$ cat config.mk
export PLATFORM = sky130hd
export DESIGN_NAME = hfifo_push_arbiter
export DESIGN_NICKNAME = d
export VERILOG_FILES = /design/src/rtl/hfifo_push_arbiter_pkg.sv /design/src/rtl/hfifo_rr_pick.sv /design/src/rtl/hfifo_push_arbiter.sv
export SDC_FILE = /design/constraint.sdc
export NUM_CORES = 1
export LEC_CHECK = 0
export CORE_UTILIZATION = 55
export DETAILED_ROUTE_END_ITERATION = 6
export DONT_BUFFER_PORTS = 1
export GPL_TIMING_DRIVEN = 1
export PLACE_DENSITY = 0.7
export SLEW_MARGIN = 0
export SYNTH_ARGS = -nofsm -noshare
export SYNTH_HDL_FRONTEND = slang
export SYNTH_SLANG_ARGS = --single-unit
export TNS_END_PERCENT = 5
$ cat constraint.sdc
create_clock -name clk -period 2.1 [get_ports clk]
set_input_delay 0.105 -clock clk [delete_from_list [all_inputs] [get_ports clk]]
set_output_delay 0.105 -clock clk [all_outputs]
set_load 0.03 [all_outputs]
$ cat src/rtl/hfifo_push_arbiter_pkg.sv
// Shared definitions for the hfifo push-side arbiter: FSM encoding and the
// elaboration-time log2 helper used to cross-check width parameters.
package hfifo_push_arbiter_pkg;

    typedef enum logic {
        ST_IDLE  = 1'b0,
        ST_BURST = 1'b1
    } state_t;

    function automatic int clog2(input int value);
        int r;
        r = 0;
        for (int i = 0; i < 31; i++) begin
            if ((1 << i) < value) begin
                r = i + 1;
            end
        end
        return r;
    endfunction

endpackage

$ cat src/rtl/hfifo_rr_pick.sv
// Rotating-priority encoder: first requester with req=1 scanning from
// rr_last+1 upward, modulo NREQ.
module hfifo_rr_pick #(
    parameter int NREQ   = 4,
    parameter int IWIDTH = 2
) (
    input  logic [NREQ-1:0]   req,
    input  logic [IWIDTH-1:0] rr_last,
    output logic [IWIDTH-1:0] pick,
    output logic              any
);

    logic [IWIDTH-1:0] idx;

    // Scan from the farthest offset down so the nearest requester wins.
    always_comb begin
        pick = rr_last;
        any  = 1'b0;
        idx  = '0;
        for (int k = NREQ; k >= 1; k--) begin
            idx = IWIDTH'((int'(rr_last) + k) % NREQ);
            if (req[idx]) begin
                pick = idx;
                any  = 1'b1;
            end
        end
    end

endmodule

$ cat src/rtl/hfifo_push_arbiter.sv
// Burst-locked round-robin arbiter sharing one FIFO push port among NREQ
// producers; bursts end on last, BURST_MAX words, or the owner dropping req.
module hfifo_push_arbiter
    import hfifo_push_arbiter_pkg::*;
#(
    parameter int NREQ      = 4,
    parameter int IWIDTH    = 2,
    parameter int DWIDTH    = 8,
    parameter int BURST_MAX = 4,
    parameter int BWIDTH    = 3
) (
    input  logic                   clk,
    input  logic                   reset,
    input  logic [NREQ-1:0]        req,
    input  logic [NREQ-1:0]        last,
    input  logic [NREQ*DWIDTH-1:0] din,
    output logic [NREQ-1:0]        gnt,
    output logic [DWIDTH-1:0]      fifo_din,
    output logic                   fifo_push,
    input  logic                   fifo_not_full,
    output logic [IWIDTH-1:0]      owner,
    output logic                   busy
);

    if (IWIDTH != clog2(NREQ)) begin : g_bad_iwidth
        $error("hfifo_push_arbiter: IWIDTH must equal clog2(NREQ)");
    end
    if (BWIDTH != clog2(BURST_MAX) + 1) begin : g_bad_bwidth
        $error("hfifo_push_arbiter: BWIDTH must equal clog2(BURST_MAX)+1");
    end

    state_t            state;
    logic [IWIDTH-1:0] rr_last;
    logic [IWIDTH-1:0] pick;
    logic [BWIDTH-1:0] beat;
    logic              room;
    logic              any;
    logic              owner_req;
    logic              burst_end;

    hfifo_rr_pick #(
        .NREQ   (NREQ),
        .IWIDTH (IWIDTH)
    ) u_pick (
        .req     (req),
        .rr_last (rr_last),
        .pick    (pick),
        .any     (any)
    );

    assign busy      = (state == ST_BURST);
    assign owner_req = req[owner];
    // room is last cycle's not_full, so push never depends on not_full combinationally.
    assign fifo_push = busy & owner_req & room;
    assign fifo_din  = busy ? din[owner*DWIDTH +: DWIDTH] : '0;
    assign burst_end = fifo_push & (last[owner] | (beat == BWIDTH'(BURST_MAX - 1)));

    always_comb begin
        gnt        = '0;
        gnt[owner] = fifo_push;
    end

    always_ff @(posedge clk or posedge reset) begin
        if (reset) begin
            state   <= ST_IDLE;
            owner   <= '0;
            rr_last <= IWIDTH'(NREQ - 1);
            beat    <= '0;
            room    <= 1'b0;
        end else begin
            room <= fifo_not_full;
            case (state)
                ST_IDLE: begin
                    if (any) begin
                        owner <= pick;
                        beat  <= '0;
                        state <= ST_BURST;
                    end
                end
                ST_BURST: begin
                    if (fifo_push) begin
                        beat <= beat + BWIDTH'(1);
                    end
                    if (burst_end || !owner_req) begin
                        state   <= ST_IDLE;
                        rr_last <= owner;
                    end
                end
                default: state <= ST_IDLE;
            endcase
        end
    end

endmodule
==> metrics.yaml, run 1 <==
r2r_start: "beat[0]"
ys.flop_type: "dfrtp_1"
cts.path.max_buffers: 2
rows: 13
ff_latch_area_um2: 229
initial_core_util_pct: 60.9
final_cells: 101
fp.dieArea_um2: 1630
grt_max_degree: 13
ys_warn_count: 0
htreeDepth: 1
clkTransAtPathRegs_ps: 60
cts_made_buffers: 3
timing.reg2reg.setup_slack_ps: 430
final-setup-viol-count: 0
wire_per_inst_um: 16.3
total_power_mw: 1.45
multi_input_area_um2: 523
die_x_um: 40.4
ir_drop_v: 0.000800
crit_chain: "mux4_2 > nand3_2 > inv_2 > and3_1 > buf_4"
cp_slowest_stage_delay_ps: 580
synth_seq_area_share_pct: 28.0
async_flop_share_pct: 100
yosys.area_share.simple_pct: 18.5
port_buffers: 0
nFillCells: 103
cp_max_fo: 10
synth_compound_area_share_pct: 11.2
final_cell_mix: "9 x mux4_2, 9 x buf_4, 8 x and2_1"
postCtsSetupRepairBufs: 0
antenna_found_initial: 0
ctsRootBufferMaster: "clkbuf_4"
fmax_mhz: 502
p_per_area_nw_per_um2: 1590
drt_iter0_drc: 11
wl_mm: 1.65
slew_headroom_pct: 55.0
p_comb_share_pct: 67.3
grt_pass1_vias: 571
intPower_mw: 0.728
crit_path_top_delay_cell: "mux4_2"
synth_edf_count: 0
p_seq_share_pct: 23.4
syn_to_final_growth_pct: 12.2
io_pins: 59
r2r-end: "rr_last[1]"
switching_share_pct: 49.7
timing_worst_setup_path_type: "register to primary output"
startpoint_type: "register"
gp_congestion: 0.845
grt_pass1_wl_mm: 2.36
synth_top_family_by_area: "multiplexers"
p_leak_nw: 0.390
drc_errors: 0
overflow: 0
hold_viol_final: 0
status: "complete, no violations"
yosysUniqueCellTypes: 30
drtAntennaViolNets: 0
synth_cells: 76
min_period_ps: 1990
startpoint: "owner[1]"
min_path_type: "input pin to register"
hpwl_mm: 1.35
synth_area_um2: 812
pwr-share-clk_pct: 9.3
rsz0062_at_grt: "no"
synthAdderAreaFrac_pct: 3.08
maxCapViolCount: 0
grt.total_usage_pct: 22.5
drive_gt1_share_pct: 33.7
via_per_inst: 6.33
cts_tree: "yes"
finClkSkew_ps: 0.512
fin_crit_sh_pct: 94.9
final_core_util_pct: 68.3
synth-seq-cells: 9
clkLatencyLatePin_ps: 260
critPathArrivalTime_ps: 1890
crit_end: "gnt[3]"
diodes: 0
p_switching_mw: 0.718
fin_ws_ps: 108
die_y_um: 40.4
r2r_cells: 6
worstMarginPinSlew_ps: 668
clock_sinks: 9
synth_nets: 121
crit_path_end_kind: "primary output"
tns_ps: 0
num_vias: 639
slew_violations: 0
synth_xor_area_share_pct: 0
crit_required_ps: 2000
synth_mux_area_share_pct: 31.6
nNetsFinal: 132
syn_area_per_cell_um2: 10.7
core_um2: 1330
dp_slack_ps: 300
drt_first_pass_iters: 4
dp_cells: 95
## power groups by stage
| stage | registers [mW] | logic (mW) | clock network [mW] |
|---|---|---|---|
| after floorplan | 0.358 | 0.829 | 0 |
| after global placement | 0.334 | 0.970 | 0 |
| after detailed placement | 0.337 | 0.981 | 0 |
| after CTS | 0.334 | 0.985 | 0.135 |
| after global routing | 0.349 | 1.08 | 0.148 |
| final | 0.339 | 0.973 | 0.134 |
## registers in the layout, indices dropped and copies added, names as in the netlist
name,count
room,1
owner,2
busy,1
rr_last,2
beat,3
## how the worst min path moves through the flow
stage,startpoint,endpoint,cells past startpoint
floorplan,reset,beat[0],1
global placement,reset,beat[1],1
detailed placement,reset,beat[1],1
CTS,req[2],busy,2
global route,req[2],busy,2
finish,req[2],busy,2
## logic make-up (layout without fill, tap and decap cells)
group,after synthesis,after routing
muxes,14,14
DFF,9,9
buffers and inverters,12,22
adders and majority gates,2,2
AOI/OAI and AO/OA,13,13
and+or+nand+nor,26,26
## cell type report
class / count / area share, %
multi-input cells: 55 / 57.4
flip-flops and latches: 9 / 25.1
repair buffers: 11 / 9.62
clock buffers: 4 / 2.88
inverters: 7 / 2.88
well taps: 15 / 2.06
## per-layer routing
layer,share of wire [%],wire (µm),global-route usage [%],up-vias
met5,0,0,0,-
met1,37,603,25.2,299
met4,0.61,10,7.50,0
met3,9.3,153,5.00,2
li1,-,-,-,300
met2,54,882,41.3,38
## synth_stat cells, drive strengths merged (3+ instances only)
library cell	count	area, µm²
mux4	9	203
o21ai	7	35.0
mux2	3	33.8
and2	8	50.1
nor2	3	11.3
nand3	5	30.0
buf	3	27.5
inv	7	26.3
dfrtp	7	175
## critical path, delay by kind of cell, from the launching register on
family | cells | cell delay [ps]
multiplexers | 1 | 580
AND/OR/NAND/NOR | 2 | 370
flip-flops | 1 | 460
buffers and inverters | 2 | 210
## what timing repair did
item,CTS,global route
resized for setup,0,1
hold buffers,2,0
hold endpoints to repair,10,0
setup endpoints to repair,0,1
## stage by stage
| stage | hold WS (ps) | cell area, µm² |
|---|---|---|
| after CTS | 61.3 | 910 |
| final | 60.4 | 911 |
| after detailed placement | -32.1 | 863 |
| after global routing | 82.2 | 911 |
| after floorplan | -68.5 | 812 |
| after global placement | -32.5 | 863 |
Note: power is estimated with default switching activity, not from simulation.
==> inputs of run 2 (changes only) <==
--- a/config.mk
+++ b/config.mk
@@ -8,9 +8,9 @@
 export CORE_UTILIZATION = 55
 export DETAILED_ROUTE_END_ITERATION = 6
 export DONT_BUFFER_PORTS = 1
-export GPL_TIMING_DRIVEN = 1
+export GPL_TIMING_DRIVEN = 0
 export PLACE_DENSITY = 0.7
-export SLEW_MARGIN = 0
+export SLEW_MARGIN = 20
 export SYNTH_ARGS = -nofsm -noshare
 export SYNTH_HDL_FRONTEND = slang
 export SYNTH_SLANG_ARGS = --single-unit
==> run 2 against run 1 <==
  * Sequential share of layout area down 0.069 points
  * Clock power up 4%
  * Cell area up 0.82%
  * Clock skew up 2.2 ps
  * Critical path type unchanged
  * Largest cell class unchanged
==> metrics.yaml, run 2 (synthesis gave the netlist of run 1 again) <==
status: "complete, no violations"  # unchanged
crit_path_top_delay_cell: "mux4_2"  # unchanged
whs_endpoint: "busy"  # unchanged
wire_per_inst_um: 16.1  # was 16.3 µm
hpwl_mm: 1.27  # was 1.35 mm
drive_gt1_share_pct: 36.1  # was 33.7%
via_per_inst: 6.43  # was 6.33
diodes: 0  # unchanged
min_from: "req[2]"  # unchanged
final-setup-viol-count: 0  # unchanged
largest_register: "beat"  # unchanged
drt_first_pass_iters: 4  # unchanged
cp_max_fo: 8  # was 10
nNetsFinal: 129  # was 132
critPathArrivalTime_ps: 1960  # was 1890 ps
port_buffers: 0  # unchanged
drtAntennaViolNets: 0  # unchanged
fp.dieArea_um2: 1630  # unchanged
overflow: 0  # unchanged
fmax_mhz: 484  # was 502 MHz
gp_congestion: 0.789  # was 0.845
drt_iter0_drc: 7  # was 11
min_period_ps: 2070  # was 1990 ps
syn_to_final_growth_pct: 13.1  # was 12.2%
clkLatencyLatePin_ps: 270  # was 260 ps
cp_top_family: "multiplexers"  # unchanged
final_cell_mix: "9 x mux4_2, 8 x and2_1, 6 x inv_1"  # was 9 x mux4_2, 9 x buf_4, 8 x and2_1
rsz0062_at_grt: "yes"  # was no
finClkSkew_ps: 2.75  # was 0.512 ps
io_pins: 59  # unchanged
cts_made_buffers: 3  # unchanged
grt_max_degree: 11  # was 13
ir_drop_v: 0.000799  # was 0.000800 V
cp_slowest_stage_delay_ps: 570  # was 580 ps
ctsRootBufferMaster: "clkbuf_4"  # unchanged
clock_sinks: 9  # unchanged
dpl_cell_area_um2: 831  # was 863 µm²
startpoint_type: "register"  # unchanged
cts_tree: "yes"  # unchanged
worstMarginPinSlew_ps: 703  # was 668 ps
layout_commonest_cell: "mux4_2"
slew_headroom_pct: 52.6  # was 55.0%
wl_mm: 1.58  # was 1.65 mm
crit_chain: "buf_6 > mux4_2 > nand3_4 > inv_2 > and3_4"  # was mux4_2 > nand3_2 > inv_2 > and3_1 > buf_4
clkTransAtPathRegs_ps: 70  # was 60 ps
grt_pass1_wl_mm: 2.13  # was 2.36 mm
p_leak_nw: 0.371  # was 0.390 nW
r2r_start: "owner[1]"  # was beat[0]
reg.largest.list: "beat x3, owner x2, rr_last x2"  # unchanged
timing_worst_setup_path_type: "register to primary output"  # unchanged
stdcell_area_um2: 918  # was 911 µm²
crit_required_ps: 2000  # about the same
cp_num_buf_inv: 2  # unchanged
maxCapViolCount: 0  # unchanged
p_per_area_nw_per_um2: 1600  # was 1590 nW/µm²
grt_pass1_vias: 546  # was 571
final_cells: 98  # was 101
r2r-end: "rr_last[0]"  # was rr_last[1]
dp_cells: 91  # was 95
initial_core_util_pct: 60.9  # unchanged
num_vias: 630  # was 639
grt.total_usage_pct: 20.2  # was 22.5%
largest_register_ffs: 3  # unchanged
die_x_um: 40.4  # unchanged
crit_path_end_kind: "primary output"  # unchanged
cts.path.max_buffers: 2  # unchanged
core_um2: 1330  # unchanged
holdPathStages: 2  # unchanged
drc_errors: 0  # unchanged
r2r_cells: 4  # was 6
holdWs_ps: 52.5  # was 60.4 ps
rows: 13  # unchanged
min_path_type: "input pin to register"  # unchanged
antenna_found_initial: 0  # unchanged
hold_viol_final: 0  # unchanged
htreeDepth: 1  # unchanged
slew_violations: 0  # unchanged
timing.reg2reg.setup_slack_ps: 280  # was 430 ps
die_y_um: 40.4  # unchanged
fin_crit_sh_pct: 98.4  # was 94.9%
run 2: where the power goes:
| group | switching, mW | internal, mW |
|---|---|---|
| logic | 0.558 | 0.399 |
| clock network | 0.0686 | 0.0706 |
| registers | 0.114 | 0.259 |
run 2: how the worst max path moves through the flow:
stage | startpoint | end | slack [ps] | cells after the start
after CTS | owner[0] | fifo_din[6] | -2 | 4
after global routing | owner[1] | gnt[1] | -70 | 4
final | owner[1] | gnt[3] | 30 | 5
after detailed placement | owner[1] | gnt[2] | -120 | 4
after floorplan | owner[1] | gnt[1] | 4 | 4
after global placement | owner[1] | gnt[1] | -120 | 4
run 2: cell type report:
type / instances / area [µm²]
multi-input cells: 55 / 551
fillers: 103 / 415
flip-flops and latches: 9 / 230
plain buffers: 5 / 37.5
repair buffers: 3 / 27.5
inverters: 7 / 26.3
clock buffers: 3 / 22.5
well taps: 15 / 18.8
clock inverters: 1 / 5.00
run 2: metrics by stage:
step / TNS (ps) / setup WS (ps) / utilization [%] / total power [mW]
after floorplan: 0 / 3.57 / - / 1.19
after global placement: -233 / -120 / 62.3 / 1.27
after detailed placement: -282 / -124 / 62.3 / 1.29
after CTS: -2.14 / -2.14 / 68.7 / 1.48
after global routing: -321 / -69.7 / 68.9 / 1.59
final: 0 / 33.2 / 68.9 / 1.47
run 2: routing by layer:
| layer | track usage, % | share of wire [%] |
|---|---|---|
| met5 | 0 | 0 |
| met2 | 31.3 | 51 |
| met4 | 11.7 | 0.88 |
| met3 | 6.11 | 11 |
| met1 | 24.6 | 37 |
run 2: timing repair:
item	CTS	global route
endpoints found under the setup margin	8	7
hold endpoints to repair	10	0
buffers inserted	1	0
gates resized for setup	8	1
pin swaps	1	0
hold buffers	2	0
gates cloned	0	0
==> inputs of run 3 (changes only) <==
--- a/config.mk
+++ b/config.mk
@@ -5,11 +5,11 @@
 export SDC_FILE = /design/constraint.sdc
 export NUM_CORES = 1
 export LEC_CHECK = 0
-export CORE_UTILIZATION = 55
+export CORE_UTILIZATION = 54
 export DETAILED_ROUTE_END_ITERATION = 6
 export DONT_BUFFER_PORTS = 1
 export GPL_TIMING_DRIVEN = 0
-export PLACE_DENSITY = 0.7
+export PLACE_DENSITY = 0.72
 export SLEW_MARGIN = 20
 export SYNTH_ARGS = -nofsm -noshare
 export SYNTH_HDL_FRONTEND = slang
==> constraint.sdc (replaced) <==
create_clock -name clk -period 1.8 [get_ports clk]
set_input_delay 0.09 -clock clk [delete_from_list [all_inputs] [get_ports clk]]
set_output_delay 0.09 -clock clk [all_outputs]
set_load 0.03 [all_outputs]
==> run 3 against run 2 <==
  * The flow now finishes with violations (setup timing)
  * Non-clock buffer count rose by 3
  * Clock power is 12% higher
  * Combinational power grew 44%
  * Register-to-register slack got worse by 340 ps
  * Cell area is 9.5% higher
  * Core utilization grew 5.7 points
  * Global-route usage up 1.1 points
  * Setup slack got worse by 190 ps
  * Count of clock-buffer cells in the layout grew 1
  * Die area is 1.8% higher
  * Sequential share of layout area down 2.2 points
  * Via count up 2.5%
  * Largest power group unchanged
==> metrics.yaml, run 3 (synthesis gave the netlist of run 1 again) <==
status: "complete, but fails checks"  # was complete, no violations
total_power_mw: 1.97  # was 1.47 mW
critPathArrivalTime_ps: 1870  # was 1960 ps
gp_congestion: 0.707  # was 0.789
final_cell_mix: "9 x mux4_2, 8 x and2_4, 6 x inv_1"  # was 9 x mux4_2, 8 x and2_1, 6 x inv_1
cp_top_family: "multiplexers"  # unchanged
timing_worst_setup_path_type: "register to primary output"  # unchanged
rows: 13  # unchanged
io_pins: 59  # unchanged
grt_pass1_vias: 560  # was 546
cp_num_buf_inv: 2  # unchanged
overflow: 0  # unchanged
dp_cells: 91  # unchanged
nNetsFinal: 132  # was 129
drtAntennaViolNets: 0  # unchanged
cts_tree: "yes"  # unchanged
wire_per_inst_um: 16.8  # was 16.1 µm
ff_latch_area_um2: 230  # unchanged
slew_headroom_pct: 52.3  # was 52.6%
worstMarginPinSlew_ps: 707  # was 703 ps
min_period_ps: 1960
grt_max_degree: 11  # unchanged
dpl_cell_area_um2: 836  # was 831 µm²
pwr-share-clk_pct: 7.9  # was 9.5%
p_leak_nw: 0.419  # was 0.371 nW
violations: "setup timing"
core_um2: 1350  # was 1330 µm²
clock_sinks: 9  # unchanged
crit_required_ps: 1710  # was 2000 ps
num_vias: 646  # was 630
antenna_found_initial: 0  # unchanged
finClkSkew_ps: 6.75  # was 2.75 ps
syn_to_final_growth_pct: 23.9  # was 13.1%
grt.total_usage_pct: 21.3  # was 20.2%
nFillCells: 86  # was 103
clkTransAtPathRegs_ps: 60  # was 70 ps
rsz0062_at_grt: "yes"  # unchanged
crit_path_top_delay_cell: "mux4_2"  # unchanged
drt-met1-wl_um: 680  # was 593 µm
stdcell_area_um2: 1010  # was 918 µm²
crit_path_end_kind: "primary output"  # unchanged
tns_ps: -808  # was 0 ps
holdWs_ps: 41.7  # was 52.5 ps
clkLatencyLatePin_ps: 260  # was 270 ps
wl_met2_um: 863  # was 799 µm
fin_crit_sh_pct: 109
final_core_util_pct: 74.5  # was 68.9%
die_x_um: 40.8  # was 40.4 µm
cts.path.max_buffers: 2  # unchanged
diodes: 0  # unchanged
largest_register: "beat"  # unchanged
dp_slack_ps: -399  # was -124 ps
ir_drop_v: 0.00103  # was 0.000799 V
cts_made_buffers: 3  # unchanged
drt_iter0_drc: 13  # was 7
final_cells: 101  # was 98
via_per_inst: 6.40  # was 6.43
hold_viol_final: 0  # unchanged
drive_gt1_share_pct: 48.8  # was 36.1%
layout_commonest_cell: "mux4_2"  # unchanged
die_y_um: 40.8  # was 40.4 µm
p_comb_share_pct: 70.0  # was 65.1%
intPower_mw: 1.04  # was 0.729 mW
drt_first_pass_iters: 3  # was 4
multi_input_area_um2: 591  # was 551 µm²
ctsRootBufferMaster: "clkbuf_4"  # unchanged
fmax_mhz: 511
p_per_area_nw_per_um2: 1960  # was 1600 nW/µm²
min_path_type: "input pin to register"  # unchanged
port_buffers: 0  # unchanged
initial_core_util_pct: 60.1  # was 60.9%
top_layer_used: "met4"  # unchanged
met3WireLength_um: 128  # was 174 µm
hpwl_mm: 1.25  # was 1.27 mm
fin_ws_ps: -159  # was 33.2 ps
wl_mm: 1.70  # was 1.58 mm
cp_max_fo: 5  # was 8
fp.dieArea_um2: 1660  # was 1630 µm²
htreeDepth: 1  # unchanged
slew_violations: 0  # unchanged
crit_chain: "buf_6 > mux4_2 > nand3_4 > inv_6 > and3_4"  # was buf_6 > mux4_2 > nand3_4 > inv_2 > and3_4
startpoint_type: "register"  # unchanged
final-setup-viol-count: 13  # was 0
switching_share_pct: 47.1  # was 50.4%
maxCapViolCount: 0  # unchanged
p_switching_mw: 0.927  # was 0.741 mW
drc_errors: 0  # unchanged
largest_register_ffs: 3  # unchanged
cp_slowest_stage_delay_ps: 540  # was 570 ps
grt_pass1_wl_mm: 2.23  # was 2.13 mm
reg.largest.list: "beat x3, owner x2, rr_last x2"  # unchanged
p_seq_share_pct: 22.2  # was 25.4%
run 3: repair_timing:
item                                    CTS  global route
resized for setup                        20            16
buffers inserted                          3             1
hold buffers                              2             0
hold endpoints to repair                 10             0
pin swaps                                 2             1
endpoints found under the setup margin   15            18
run 3: final cells by class:
cell class	instances	area share, %
tap	15	1.87
buffer	5	5.85
sequential	9	22.9
clock buffer	4	2.61
multi-input combinational	55	58.7
inverter	7	3.11
timing repair buffer	6	4.98
run 3: path summary, 6_finish.rpt:
check | start | depth (start not counted) | to | slack (ps)
setup / recovery | owner[1] | 5 | gnt[3] | -160
hold / removal | req[2] | 2 | busy | 40
setup reg to reg | owner[1] | 6 | rr_last[1] | -60
hold reg to reg | beat[0] | 1 | beat[0] | 490
max in group asynchronous | reset | 2 | rr_last[1] | 1280
min in group asynchronous | reset | 2 | beat[0] | 220
run 3: per-layer routing:
layer / vias to the layer above / GRT usage (%)
met1: 308 / 23.2
met5: - / 0
met4: 0 / 12.5
met3: 4 / 3.80
met2: 31 / 37.9
li1: 303 / -
run 3: power by group through the flow:
stage          sequential [mW]  combinational (mW)  clock (mW)
4_1_cts                  0.436                1.23       0.161
6_report                 0.436                1.38       0.155
5_1_grt                  0.448                1.49       0.171
3_5_place_dp             0.432                1.08           0
2_1_floorplan            0.417               0.972           0
3_3_place_gp             0.431                1.07           0
run 3: worst reg2reg max path: stages, from the launching register on:
cell and delay [ps]:
dfrtp_2 480, buf_6 150, buf_4 150, nor2b_1 130, a221o_1 360, a21oi_4 180, mux2_1 330
